## src/rtl/mem_arbiter.sv

```systemverilog
// Two-to-one memory port arbiter for the instruction and data caches.
// Handles round-robin request grant, write-data bursts and in-order read-response routing.
module mem_arbiter #(
  parameter int unsigned ADDR_BITS       = 28,
  parameter int unsigned DATA_BITS       = 128,
  parameter int unsigned BEATS           = 4,
  parameter int unsigned MAX_OUTSTANDING = 4
) (
  input  logic                     clk,
  input  logic                     reset,

  input  logic                     ic_mem_req_val,
  output logic                     ic_mem_req_rdy,
  input  logic [ADDR_BITS-1:0]     ic_mem_req_addr,
  input  logic                     ic_mem_req_rw,
  input  logic                     ic_mem_req_data_valid,
  output logic                     ic_mem_req_data_ready,
  input  logic [DATA_BITS-1:0]     ic_mem_req_data_bits,
  input  logic [DATA_BITS/8-1:0]   ic_mem_req_data_mask,
  output logic                     ic_mem_resp_val,
  output logic [DATA_BITS-1:0]     ic_mem_resp_data,

  input  logic                     dc_mem_req_val,
  output logic                     dc_mem_req_rdy,
  input  logic [ADDR_BITS-1:0]     dc_mem_req_addr,
  input  logic                     dc_mem_req_rw,
  input  logic                     dc_mem_req_data_valid,
  output logic                     dc_mem_req_data_ready,
  input  logic [DATA_BITS-1:0]     dc_mem_req_data_bits,
  input  logic [DATA_BITS/8-1:0]   dc_mem_req_data_mask,
  output logic                     dc_mem_resp_val,
  output logic [DATA_BITS-1:0]     dc_mem_resp_data,

  output logic                     mem_req_val,
  input  logic                     mem_req_rdy,
  output logic [ADDR_BITS-1:0]     mem_req_addr,
  output logic                     mem_req_rw,
  output logic                     mem_req_data_valid,
  input  logic                     mem_req_data_ready,
  output logic [DATA_BITS-1:0]     mem_req_data_bits,
  output logic [DATA_BITS/8-1:0]   mem_req_data_mask,
  input  logic                     mem_resp_val,
  input  logic [DATA_BITS-1:0]     mem_resp_data,
  output logic                     resp_err
);

  localparam int unsigned MASK_BITS = DATA_BITS / 8;
  localparam int unsigned CNT_W     = (BEATS > 1) ? $clog2(BEATS) : 1;
  localparam int unsigned PTR_W     = (MAX_OUTSTANDING > 1) ? $clog2(MAX_OUTSTANDING) : 1;
  localparam int unsigned OCC_W     = $clog2(MAX_OUTSTANDING + 1);

  localparam logic [CNT_W-1:0] LAST_BEAT = CNT_W'(BEATS - 1);
  localparam logic [PTR_W-1:0] LAST_PTR  = PTR_W'(MAX_OUTSTANDING - 1);
  localparam logic [OCC_W-1:0] FULL_OCC  = OCC_W'(MAX_OUTSTANDING);

  typedef enum logic {
    S_IDLE,
    S_WDATA
  } state_t;

  state_t                   state_q, state_d;
  logic                     owner_q, owner_d;
  logic [CNT_W-1:0]         wcnt_q, wcnt_d;
  logic [CNT_W-1:0]         rcnt_q;
  logic                     lock_q, lock_port_q;
  logic                     rr_last_q;
  logic                     resp_err_q;
  logic [MAX_OUTSTANDING-1:0] fifo_q;
  logic [PTR_W-1:0]         rd_ptr_q, wr_ptr_q;
  logic [OCC_W-1:0]         occ_q;

  logic                     fifo_full, fifo_empty;
  logic                     ic_elig, dc_elig, gnt;
  logic                     req_val, req_rw, req_fire;
  logic [ADDR_BITS-1:0]     req_addr;
  logic                     wd_active, wd_valid, wbeat;
  logic [DATA_BITS-1:0]     wd_bits;
  logic [MASK_BITS-1:0]     wd_mask;
  logic                     head, resp_hit, push, pop;

  function automatic logic [PTR_W-1:0] ptr_inc(input logic [PTR_W-1:0] p);
    return (p == LAST_PTR) ? '0 : p + PTR_W'(1);
  endfunction

  // Occupancy is the registered count, so a same-cycle pop never frees a slot early.
  assign fifo_full  = (occ_q == FULL_OCC);
  assign fifo_empty = (occ_q == '0);

  // Grant selection: held lock, then sole eligible port, then round-robin.
  always_comb begin
    ic_elig = ic_mem_req_val & (ic_mem_req_rw | ~fifo_full);
    dc_elig = dc_mem_req_val & (dc_mem_req_rw | ~fifo_full);
    if (lock_q)                gnt = lock_port_q;
    else if (ic_elig && !dc_elig) gnt = 1'b0;
    else if (dc_elig && !ic_elig) gnt = 1'b1;
    else                       gnt = ~rr_last_q;
  end

  assign req_val  = (state_q == S_IDLE) & (gnt ? dc_elig : ic_elig);
  assign req_rw   = gnt ? dc_mem_req_rw   : ic_mem_req_rw;
  assign req_addr = gnt ? dc_mem_req_addr : ic_mem_req_addr;
  assign req_fire = req_val & mem_req_rdy;

  assign wd_active = (state_q == S_WDATA);
  assign wd_valid  = wd_active & (owner_q ? dc_mem_req_data_valid : ic_mem_req_data_valid);
  assign wd_bits   = owner_q ? dc_mem_req_data_bits : ic_mem_req_data_bits;
  assign wd_mask   = owner_q ? dc_mem_req_data_mask : ic_mem_req_data_mask;
  assign wbeat     = wd_valid & mem_req_data_ready;

  assign head     = fifo_q[rd_ptr_q];
  assign resp_hit = mem_resp_val & ~fifo_empty;
  assign push     = req_fire & ~req_rw;
  assign pop      = resp_hit & (rcnt_q == LAST_BEAT);

  // FSM state register
  always_ff @(posedge clk or negedge reset) begin
    if (!reset) begin
      state_q <= S_IDLE;
      owner_q <= 1'b0;
      wcnt_q  <= '0;
    end else begin
      state_q <= state_d;
      owner_q <= owner_d;
      wcnt_q  <= wcnt_d;
    end
  end

  // FSM next state: write fire opens a data burst owned by the granted port
  always_comb begin
    state_d = state_q;
    owner_d = owner_q;
    wcnt_d  = wcnt_q;
    case (state_q)
      S_IDLE: begin
        if (req_fire && req_rw) begin
          state_d = S_WDATA;
          owner_d = gnt;
          wcnt_d  = '0;
        end
      end
      S_WDATA: begin
        if (wbeat) begin
          if (wcnt_q == LAST_BEAT) state_d = S_IDLE;
          else                     wcnt_d  = wcnt_q + CNT_W'(1);
        end
      end
      default: state_d = S_IDLE;
    endcase
  end

  // Grant lock, round-robin history, owner FIFO and response beat tracking
  always_ff @(posedge clk or negedge reset) begin
    if (!reset) begin
      lock_q      <= 1'b0;
      lock_port_q <= 1'b0;
      rr_last_q   <= 1'b1;
      fifo_q      <= '0;
      rd_ptr_q    <= '0;
      wr_ptr_q    <= '0;
      occ_q       <= '0;
      rcnt_q      <= '0;
      resp_err_q  <= 1'b0;
    end else begin
      lock_q      <= req_val & ~mem_req_rdy;
      lock_port_q <= gnt;
      if (req_fire) rr_last_q <= gnt;
      if (push) begin
        fifo_q[wr_ptr_q] <= gnt;
        wr_ptr_q         <= ptr_inc(wr_ptr_q);
      end
      if (resp_hit) rcnt_q <= (rcnt_q == LAST_BEAT) ? '0 : rcnt_q + CNT_W'(1);
      if (pop) rd_ptr_q <= ptr_inc(rd_ptr_q);
      case ({push, pop})
        2'b10:   occ_q <= occ_q + OCC_W'(1);
        2'b01:   occ_q <= occ_q - OCC_W'(1);
        default: occ_q <= occ_q;
      endcase
      if (mem_resp_val && fifo_empty) resp_err_q <= 1'b1;
    end
  end

  // Outputs forced low while reset is asserted
  assign mem_req_val        = reset & req_val;
  assign mem_req_addr       = reset ? req_addr : '0;
  assign mem_req_rw         = reset & req_rw;
  assign ic_mem_req_rdy     = reset & req_val & ~gnt & mem_req_rdy;
  assign dc_mem_req_rdy     = reset & req_val &  gnt & mem_req_rdy;

  assign mem_req_data_valid    = reset & wd_valid;
  assign mem_req_data_bits     = (reset && wd_active) ? wd_bits : '0;
  assign mem_req_data_mask     = (reset && wd_active) ? wd_mask : '0;
  assign ic_mem_req_data_ready = reset & wd_active & ~owner_q & mem_req_data_ready;
  assign dc_mem_req_data_ready = reset & wd_active &  owner_q & mem_req_data_ready;

  assign ic_mem_resp_val  = reset & resp_hit & ~head;
  assign dc_mem_resp_val  = reset & resp_hit &  head;
  assign ic_mem_resp_data = reset ? mem_resp_data : '0;
  assign dc_mem_resp_data = reset ? mem_resp_data : '0;
  assign resp_err         = resp_err_q;

endmodule
```

## config.mk

```make
export PLATFORM = sky130hd
export DESIGN_NAME = mem_arbiter
export DESIGN_NICKNAME = d
export VERILOG_FILES = /design/src/rtl/mem_arbiter.sv
export SDC_FILE = /design/constraint.sdc
export NUM_CORES = 1
export LEC_CHECK = 0
export CAP_MARGIN = 20
export CORE_AREA = 2 2 359 361
export CTS_BUF_LIST = sky130_fd_sc_hd__clkbuf_4 sky130_fd_sc_hd__clkbuf_8
export DETAILED_ROUTE_END_ITERATION = 7
export DIE_AREA = 0 0 361 363
export HOLD_SLACK_MARGIN = 0.15
export SKIP_LAST_GASP = 1
export SYNTH_ARGS = -nofsm -noshare
export SYNTH_HDL_FRONTEND = slang
export SYNTH_SLANG_ARGS = --single-unit
```

## constraint.sdc

```tcl
create_clock -name clk -period 3.3 [get_ports clk]
set_clock_uncertainty 0.1 [all_clocks]
set_input_delay 0.495 -clock clk [delete_from_list [all_inputs] [get_ports clk]]
set_output_delay 0.495 -clock clk [all_outputs]
set_load 0.02 [all_outputs]
```

==> out/qor.txt <==
Final Cycle Share - 0.9782
Slew HR - 0.6035
setup_tns - 0 ns
initial antenna violation count - 112
Synth Instances - 637
Least-Margin Pin Slew - 0.5885 ns
Largest stage delay, worst path - 0.61 ns
critical-path cell list - or4b_4, a311oi_4, o31ai_4, buf_12, clkbuf_16, mux2i_1, nor2b_1, buf_12
routed length per placed instance - 31.39 um
IO Pins - 921
Tmin final - 3.228 ns
final hold violations - 0
placed cells - 3063
WP data arrival - 2.63 ns
first-pass iteration count of the detailed router - 4
distinct cell type count after synthesis - 50
CP max-delay cell - or4b_4
worst skew pair latency - 0.28 ns
detailed placer's ending HPWL - 91.38 mm
RSZ-0062 raised after global routing - no
vias in the first global route - 8266
Post-synth ARST share - 1.000
Final Total Pwr - 7.632 mW
Top Usage Layer GRT - met2
Top delay family on crit path - simple AND/OR/NAND/NOR gates
crit-path max FO - 15
Finished Layout Cells - 3081
Final nets - 1903
Rows - 131
GRT met3 Usage - 0.08872
Max Clock Freq - 309.8 MHz
crit path launch type - flip-flop
CP Class - flip-flop to output pin
drt total wl - 96.72 mm
Power Dens Cells - 459.8 nW/um^2
Leak - 5.955 nW
initial core utilization - 0.03991
Final WS setup - 0.07197 ns
met1 Resource Use GR - 0.1742
largest net degree at the start of global routing - 93
Synth Register Bits - 21
Remaining DRCs - 0
cts hold-fix bufs - 0
grt met2 use - 0.2085
final core occ - 0.1307
GR Util All Layers - 0.1393
Mean Syn Cell Area - 7.959 sq um
Synth warnings - 0
first-pass GRT wire length - 113.2 mm
Clock Path Buffers - 2
Worst Path Buf+Inv - 3
Area after DPL - 16410 sq um
via count - 8569
GPL Wtd Cong - 0.8276
layout cells sized above 1 - 0.1284
clock sinks - 21
antenna viol nets, final - 0
Slew Limit Fails - 0
Die ar. - 131000 sq um
grt total ovfl - 0
Critical Path End Type - output pin
sequential share of the synthesized area - 0.1039
DR iter-0 viols - 464
via/cell ratio - 2.781
final hold slack - 0.1601 ns
DP Worst Slack - -0.02541 ns
Area Overhead vs Synth - 227.4%
CTS H-tree depth - 1
CTS tree - built
VDD IR max - 0.3084 mV
status - complete, no violations
clk root buf - clkbuf_8
Mapped Nets - 1129
MaxCap Viol Count - 0
top_reg_cell synth - dfrtp_1
critical path data required time - 2.70 ns
IO Port Bufs - 920
core area - 127000 sq um
most used cell, CP - buf_12
EDFF count, synth - 0
die height - 363 um
worst min path class - input port to asynchronous set/reset pin
Die W - 361 um
final setup fails - 0
clock slew at reported path FFs - 0.10 ns
post-synthesis cell area - 5070 sq um
CTS buffer count - 3
final instance area - 16600 sq um
==> cell families (layout without fill, tap and decap cells) <==
group | Yosys count | count (layout) | synth area share
flip-flops | 21 | 21 | 0.1039
buffers and inverters | 196 | 969 | 0.2451
other | 0 | 9 | 0
XOR/XNOR | 3 | 3 | 0.005184
AO/OA/AOI/OAI | 174 | 174 | 0.3023
adder cells (fa/ha/maj) | 9 | 9 | 0.02369
AND/OR/NAND/NOR | 196 | 196 | 0.2394
multiplexers | 38 | 38 | 0.08045
==> report_power, final <==
part | switching [mW] | internal (mW)
Sequential | 0.136 | 0.375
Combinational | 3.49 | 3.44
Clock | 0.109 | 0.0850
==> final cells by class <==
cell class                 instances  area, sq um
sequential                        21        529.3
fill                           14440       110400
timing repair buffer             951        10510
inverter                          14        52.55
clock buffer                       3        41.29
multi-input combinational        420         3361
tap                             1662         2079
antenna                            9        22.52
clock inverter                     1        5.005
==> cell usage after synthesis (2+ instances only) <==
library cell    n  area share
clkbuf_1       39       0.029
nor2b_1        31       0.038
buf_6           3      0.0067
a211oi_1        2      0.0030
xor2_1          2      0.0035
nand2b_1        3      0.0037
ha_1            8       0.020
and3_1          4      0.0049
a31oi_1         4      0.0049
buf_2           3      0.0030
buf_4         128        0.19
nor2_1          6      0.0044
a41oi_1         4      0.0069
mux2i_1        31       0.061
a21oi_1         2      0.0020
and2_1        131        0.16
nand2_1         8      0.0059
o21ai_0         3      0.0030
mux2_4          2      0.0059
a22o_1        145        0.25
mux2_2          4      0.0089
buf_1           9      0.0067
dfrtp_1        20       0.099
inv_1          13      0.0096
nor3_1          5      0.0049
a21o_1          3      0.0044
==> placed cells by master, fill, tap and decap left out, drive strengths merged, types with 3 or more instances in the layout <==
cell / count
and2: 132
mux2i: 31
a41oi: 4
a31oi: 4
diode: 9
clkbuf: 4
nand2b: 3
clkdlybuf4s50: 804
nor2: 6
dfrtp: 20
a21o: 3
nor2b: 31
ha: 8
inv: 14
a22o: 145
nor3: 5
nand2: 8
and3: 5
o21ai: 4
buf: 144
mux2: 6
==> metal layers <==
layer | up-vias | wire length [um]
li1 | 3708 | -
met1 | 3917 | 40780
met2 | 632 | 40490
met3 | 200 | 13580
met4 | 112 | 1116
met5 | - | 753
==> path summary, 6_finish.rpt <==
kind	slack (ns)	end	from	depth (start not counted)
max	0.07	mem_req_addr[16]	occ_q[1]	8
min	0.16	wr_ptr_q[0]	reset	2
max reg2reg	0.39	occ_q[2]	occ_q[1]	11
min reg2reg	0.43	rcnt_q[1]	rcnt_q[1]	1
max in group asynchronous	2.60	rr_last_q	reset	2
min in group clk	0.43	rcnt_q[1]	rcnt_q[1]	1
==> state kept, by name (all words and copies together), names as in the netlist <==
name	cells
owner_q	1
state_q	1
lock_q	1
resp_err	1
rr_last_q	1
rd_ptr_q	2
rcnt_q	2
fifo_q	4
wr_ptr_q	2
lock_port_q	1
occ_q	3
wcnt_q	2
==> repair_timing <==
action | CTS | global route
gates resized for setup | 3 | 13
pin swaps | 1 | 0
setup endpoints to repair | 21 | 29
cloned | 0 | 1
setup buffers | 0 | 4
(Power assumes the default switching activity.)
==> RTL change 1, RTL diff (config.mk and constraints unchanged) <==
Set the parameter `BEATS` to 16 (it was 4).
--- a/src/rtl/mem_arbiter.sv
+++ b/src/rtl/mem_arbiter.sv
@@ -4,5 +4,5 @@
   parameter int unsigned ADDR_BITS       = 28,
   parameter int unsigned DATA_BITS       = 128,
-  parameter int unsigned BEATS           = 4,
+  parameter int unsigned BEATS           = 16,
   parameter int unsigned MAX_OUTSTANDING = 4
 ) (
Formal check against the unedited RTL: not equivalent (a bounded check fails within 10 cycles, from zero or initial values and one cycle with reset low).
==> RTL change 1 against the original RTL <==
- highest routed layer unchanged
- count of clock-buffer cells in the layout rose by 1
- area after synthesis up 2.8%
- final area grew 0.96%
- synthesized cell count increased by 3.3%
- power fell by 25%
- largest cell class unchanged
- largest power group unchanged
- sequential share of layout area up 0.55 points
- combinational power is 29% lower
- critical path depth shrank 1
- routed wire length down 0.11%
- worst setup slack better by 0.0075 ns
- sequential cell count increased by 4
- sequential power is 19% higher
- first-iteration DRC count up 1.9%
==> RTL change 1: results (changes against the original RTL) <==
synthesis:
  synth_cells: 658  # +3.3%
  synth_compound_area_frac: 0.286  # -0.0168
  yosys.cell_types.count: 46  # -8.0%
  synth_seq_area_share: 0.120  # +0.0164
  synth_fp_nets: 1150  # +1.9%
  synth_common_cells: "a22o_1 (144), and2_1 (133), buf_4 (129), clkbuf_1 (49), nor2b_1 (31)"
  synthAdderAreaFrac: 0.0231  # -0.000637
  synth-xor-area-share: 0.0118  # +0.00658
placed_design:
  place_congestion: 0.943  # +14%
  dp_slack_ns: -0.287  # -0.262 ns
  dpl_cell_area_um2: 16600  # +1.3%
  post-dp-hpwl_um: 89800  # -1.7%
worst_setup_path:
  rr_startpoint: "occ_q[0]"
  reg2reg_setup_slack_ns: 0.26  # -0.13 ns
global_route:
  grt_usage: 0.139  # -0.000283
  grt_max_degree: 74  # -20%
outcome:
  status: "completed"
power_and_ir_drop:
  pwr_density_cell_nw_per_um2: 343  # -25%
  comb_cell_power_mw: 4.94  # -29%
  switching_share: 0.479  # -0.00929
  irDropWorstVdd_v: 0.000177  # -43%
  p_leak_nw: 6.24  # +4.7%
timing:
  maxSlewHeadroom: 0.539  # -0.0641
  holdWs_ns: 0.191  # +0.0305 ns
finish:
  top_regs: "fifo_q x4, rcnt_q x4, wcnt_q x4"
  drive_gt1_frac: 0.159  # +0.0306
  final_nets: 1921  # +0.95%
drt:
  avgRoutedWirePerCell_um: 31.2  # -0.53%
  vias: 8648  # +0.92%
-- RTL change 1: per-layer routing --
| metal | routed length (µm) | vias up | GRT usage |
|---|---|---|---|
| li1 | - | 3759 | - |
| met1 | 43200 | 4165 | 0.186 |
| met2 | 43700 | 598 | 0.225 |
| met3 | 8610 | 100 | 0.0478 |
| met4 | 818 | 26 | 0.00476 |
| met5 | 193 | - | 0 |
-- RTL change 1: worst max path at each step --
stage	from	end	slack [ns]	depth (start not counted)
5_1_grt	occ_q[0]	mem_req_addr[16]	0.005	7
4_1_cts	dc_mem_req_rw	mem_req_addr[5]	-0.007	9
6_report	occ_q[0]	mem_req_addr[12]	0.08	7
3_3_place_gp	ic_mem_req_rw	mem_req_addr[1]	-0.24	7
2_1_floorplan	ic_mem_req_rw	occ_q[2]	0.48	11
3_5_place_dp	ic_mem_req_rw	mem_req_addr[5]	-0.29	8
-- RTL change 1: repair_timing --
item	CTS	global route
hold endpoints to repair	7	0
hold buffers	2	0
gates cloned	0	1
setup endpoints to repair	33	29
resized for setup	7	4
pin swaps	0	0
-- RTL change 1: cell type report --
class / instances / area [µm²] / share of cell area
Antenna cell: 4 / 10.0 / 0.000597
Clock buffer: 4 / 48.8 / 0.00291
Inverter: 10 / 37.5 / 0.00224
Multi-Input combinational cell: 437 / 3400 / 0.203
Sequential cell: 25 / 627 / 0.0374
Tap cell: 1662 / 2080 / 0.124
Timing Repair Buffer: 952 / 10600 / 0.630
-- RTL change 1: logic make-up after synthesis --
group           Yosys count
compound gates          174
xor+xnor                  7
fa+ha+maj                 9
buf+inv                 196
flops                    25
mux                      38
simple gates            209
==> RTL change 2, RTL diff (same flow settings) <==
Without the edit above. Put one more register stage on the output `resp_err`, cleared by the reset. The value now appears one clock later. The other outputs are not delayed to match.
--- a/src/rtl/mem_arbiter.sv
+++ b/src/rtl/mem_arbiter.sv
@@ -197,5 +197,11 @@
   assign ic_mem_resp_data = reset ? mem_resp_data : '0;
   assign dc_mem_resp_data = reset ? mem_resp_data : '0;
-  assign resp_err         = resp_err_q;
+  always_ff @(posedge clk or negedge reset) begin
+    if (!reset) begin
+      resp_err <= '0;
+    end else begin
+      resp_err <= resp_err_q;
+    end
+  end
 
 endmodule
Function: changed (a bounded check fails within 4 cycles, from zero or initial values and one cycle with reset low).
==> RTL change 2 against the original RTL <==
- power rose by 2.9%
- worst setup slack worse by 0.049 ns
- critical path type is now in -> out
- via count decreased by 1.5%
- highest routed layer unchanged
- area after synthesis up 0.49%
- sequential cell count up 1
- routed wire length decreased by 5.1%
- largest power group unchanged
- final area down 0.25%
- combinational power rose by 2%
==> RTL change 2: results (changes against the original RTL) <==
synthesis:
  synth_compound_area_frac: 0.301  # -0.00148
  synth_seq_area_share: 0.108  # +0.00440
  synth_fp_nets: 1130  # +0.089%
  synth_area_leaders: "a22o_1 (25%), buf_4 (19%), and2_1 (16%), dfrtp_1 (10%), mux2i_1 (6.1%)"
  synth-xor-area-share: 0.00516  # -0.0000255
  synthAdderAreaFrac: 0.0236  # -0.000116
outcome:
  status: "completed"
worst_setup_path:
  slowest_delay_ns: 0.55  # -0.06 ns
  cp_top_family: "buffers and inverters"
  reg2regPathDepth: 12  # +1
  cp.arrival_ns: 2.68  # +0.05 ns
  crit_fanout: 8  # -7
finish:
  drive_gt1_frac: 0.132  # +0.00347
  syn_to_final_growth_pct: 225
  nFillCells: 14450  # +0.076%
  final_nets: 1919  # +0.84%
global_route:
  antenna_found_initial: 85  # -24%
  grt_usage: 0.132  # -0.00690
  grt_first_pass_wirelength_um: 109000  # -3.9%
  first_global_vias: 8153  # -1.4%
placed_design:
  post-dp-hpwl_um: 86800  # -5.0%
  dpl_cell_area_um2: 16400  # +0.11%
  place_congestion: 0.843  # +1.8%
drt:
  drt_first_iter_violations: 313  # -33%
  wirelength_um: 91800  # -5.1%
  vias: 8441  # -1.5%
power_and_ir_drop:
  p_leak_nw: 6.00  # +0.83%
==> RTL change 2: layer usage <==
layer,vias to the layer above,wire length [µm],track usage
met2,584,40600,0.212
met1,3908,39200,0.170
met3,153,10300,0.0581
met4,58,1260,0.00984
li1,3738,-,-
met5,-,359,0
==> RTL change 2: cell type report <==
type / instances / area share
clock inverter: 1 / 0.00181
clock buffer: 3 / 0.00249
tap: 1662 / 0.126
sequential: 22 / 0.0333
timing repair buffer: 966 / 0.630
inverter: 14 / 0.00317
antenna: 9 / 0.00136
multi-input combinational: 420 / 0.202
==> RTL change 2: per-stage QoR <==
stage	hold slack, ns	setup WS (ns)	instances	power [mW]
6_report	0.269	0.0234	3097	7.85
3_5_place_dp	0.274	-0.409	3081	7.70
4_1_cts	0.308	-0.0905	3088	8.03
2_1_floorplan	0.0994	0.527	638	3.21
5_1_grt	0.317	-0.0364	3093	8.24
3_3_place_gp	0.266	-0.368	3081	7.69
==> RTL change 2: timing repair <==
item / CTS / global route
hold buffers: 0 / 0
cloned: 0 / 0
endpoints found under the hold margin: 0 / 0
setup endpoints to repair: 28 / 24
pin swaps: 3 / 2
buffers inserted: 3 / 0
gates resized for setup: 42 / 8
==> RTL change 2: cells by family after synthesis <==
family / after synthesis
and+or+nand+nor: 196
adders and majority gates: 9
muxes: 38
AOI/OAI and AO/OA: 174
buffers and inverters: 196
DFF: 22
xor gates and xnor gates: 3
==> RTL change 2: worst paths after layout <==
path,startpoint,end,slack (ns)
hold / removal,reset,rcnt_q[0],0.27
min in group clk,resp_err_q,resp_err,0.31
setup reg to reg,occ_q[1],occ_q[2],0.32
hold reg to reg,resp_err_q,resp_err,0.31
setup / recovery,ic_mem_req_rw,mem_req_addr[11],0.02
max in group asynchronous,reset,occ_q[0],2.43
==> RTL change 2: report_power, final <==
part	switching (mW)	internal [mW]	total [mW]
registers	0.131	0.390	0.521
clock network	0.108	0.163	0.270
logic	3.62	3.44	7.06
total	3.86	3.99	7.85
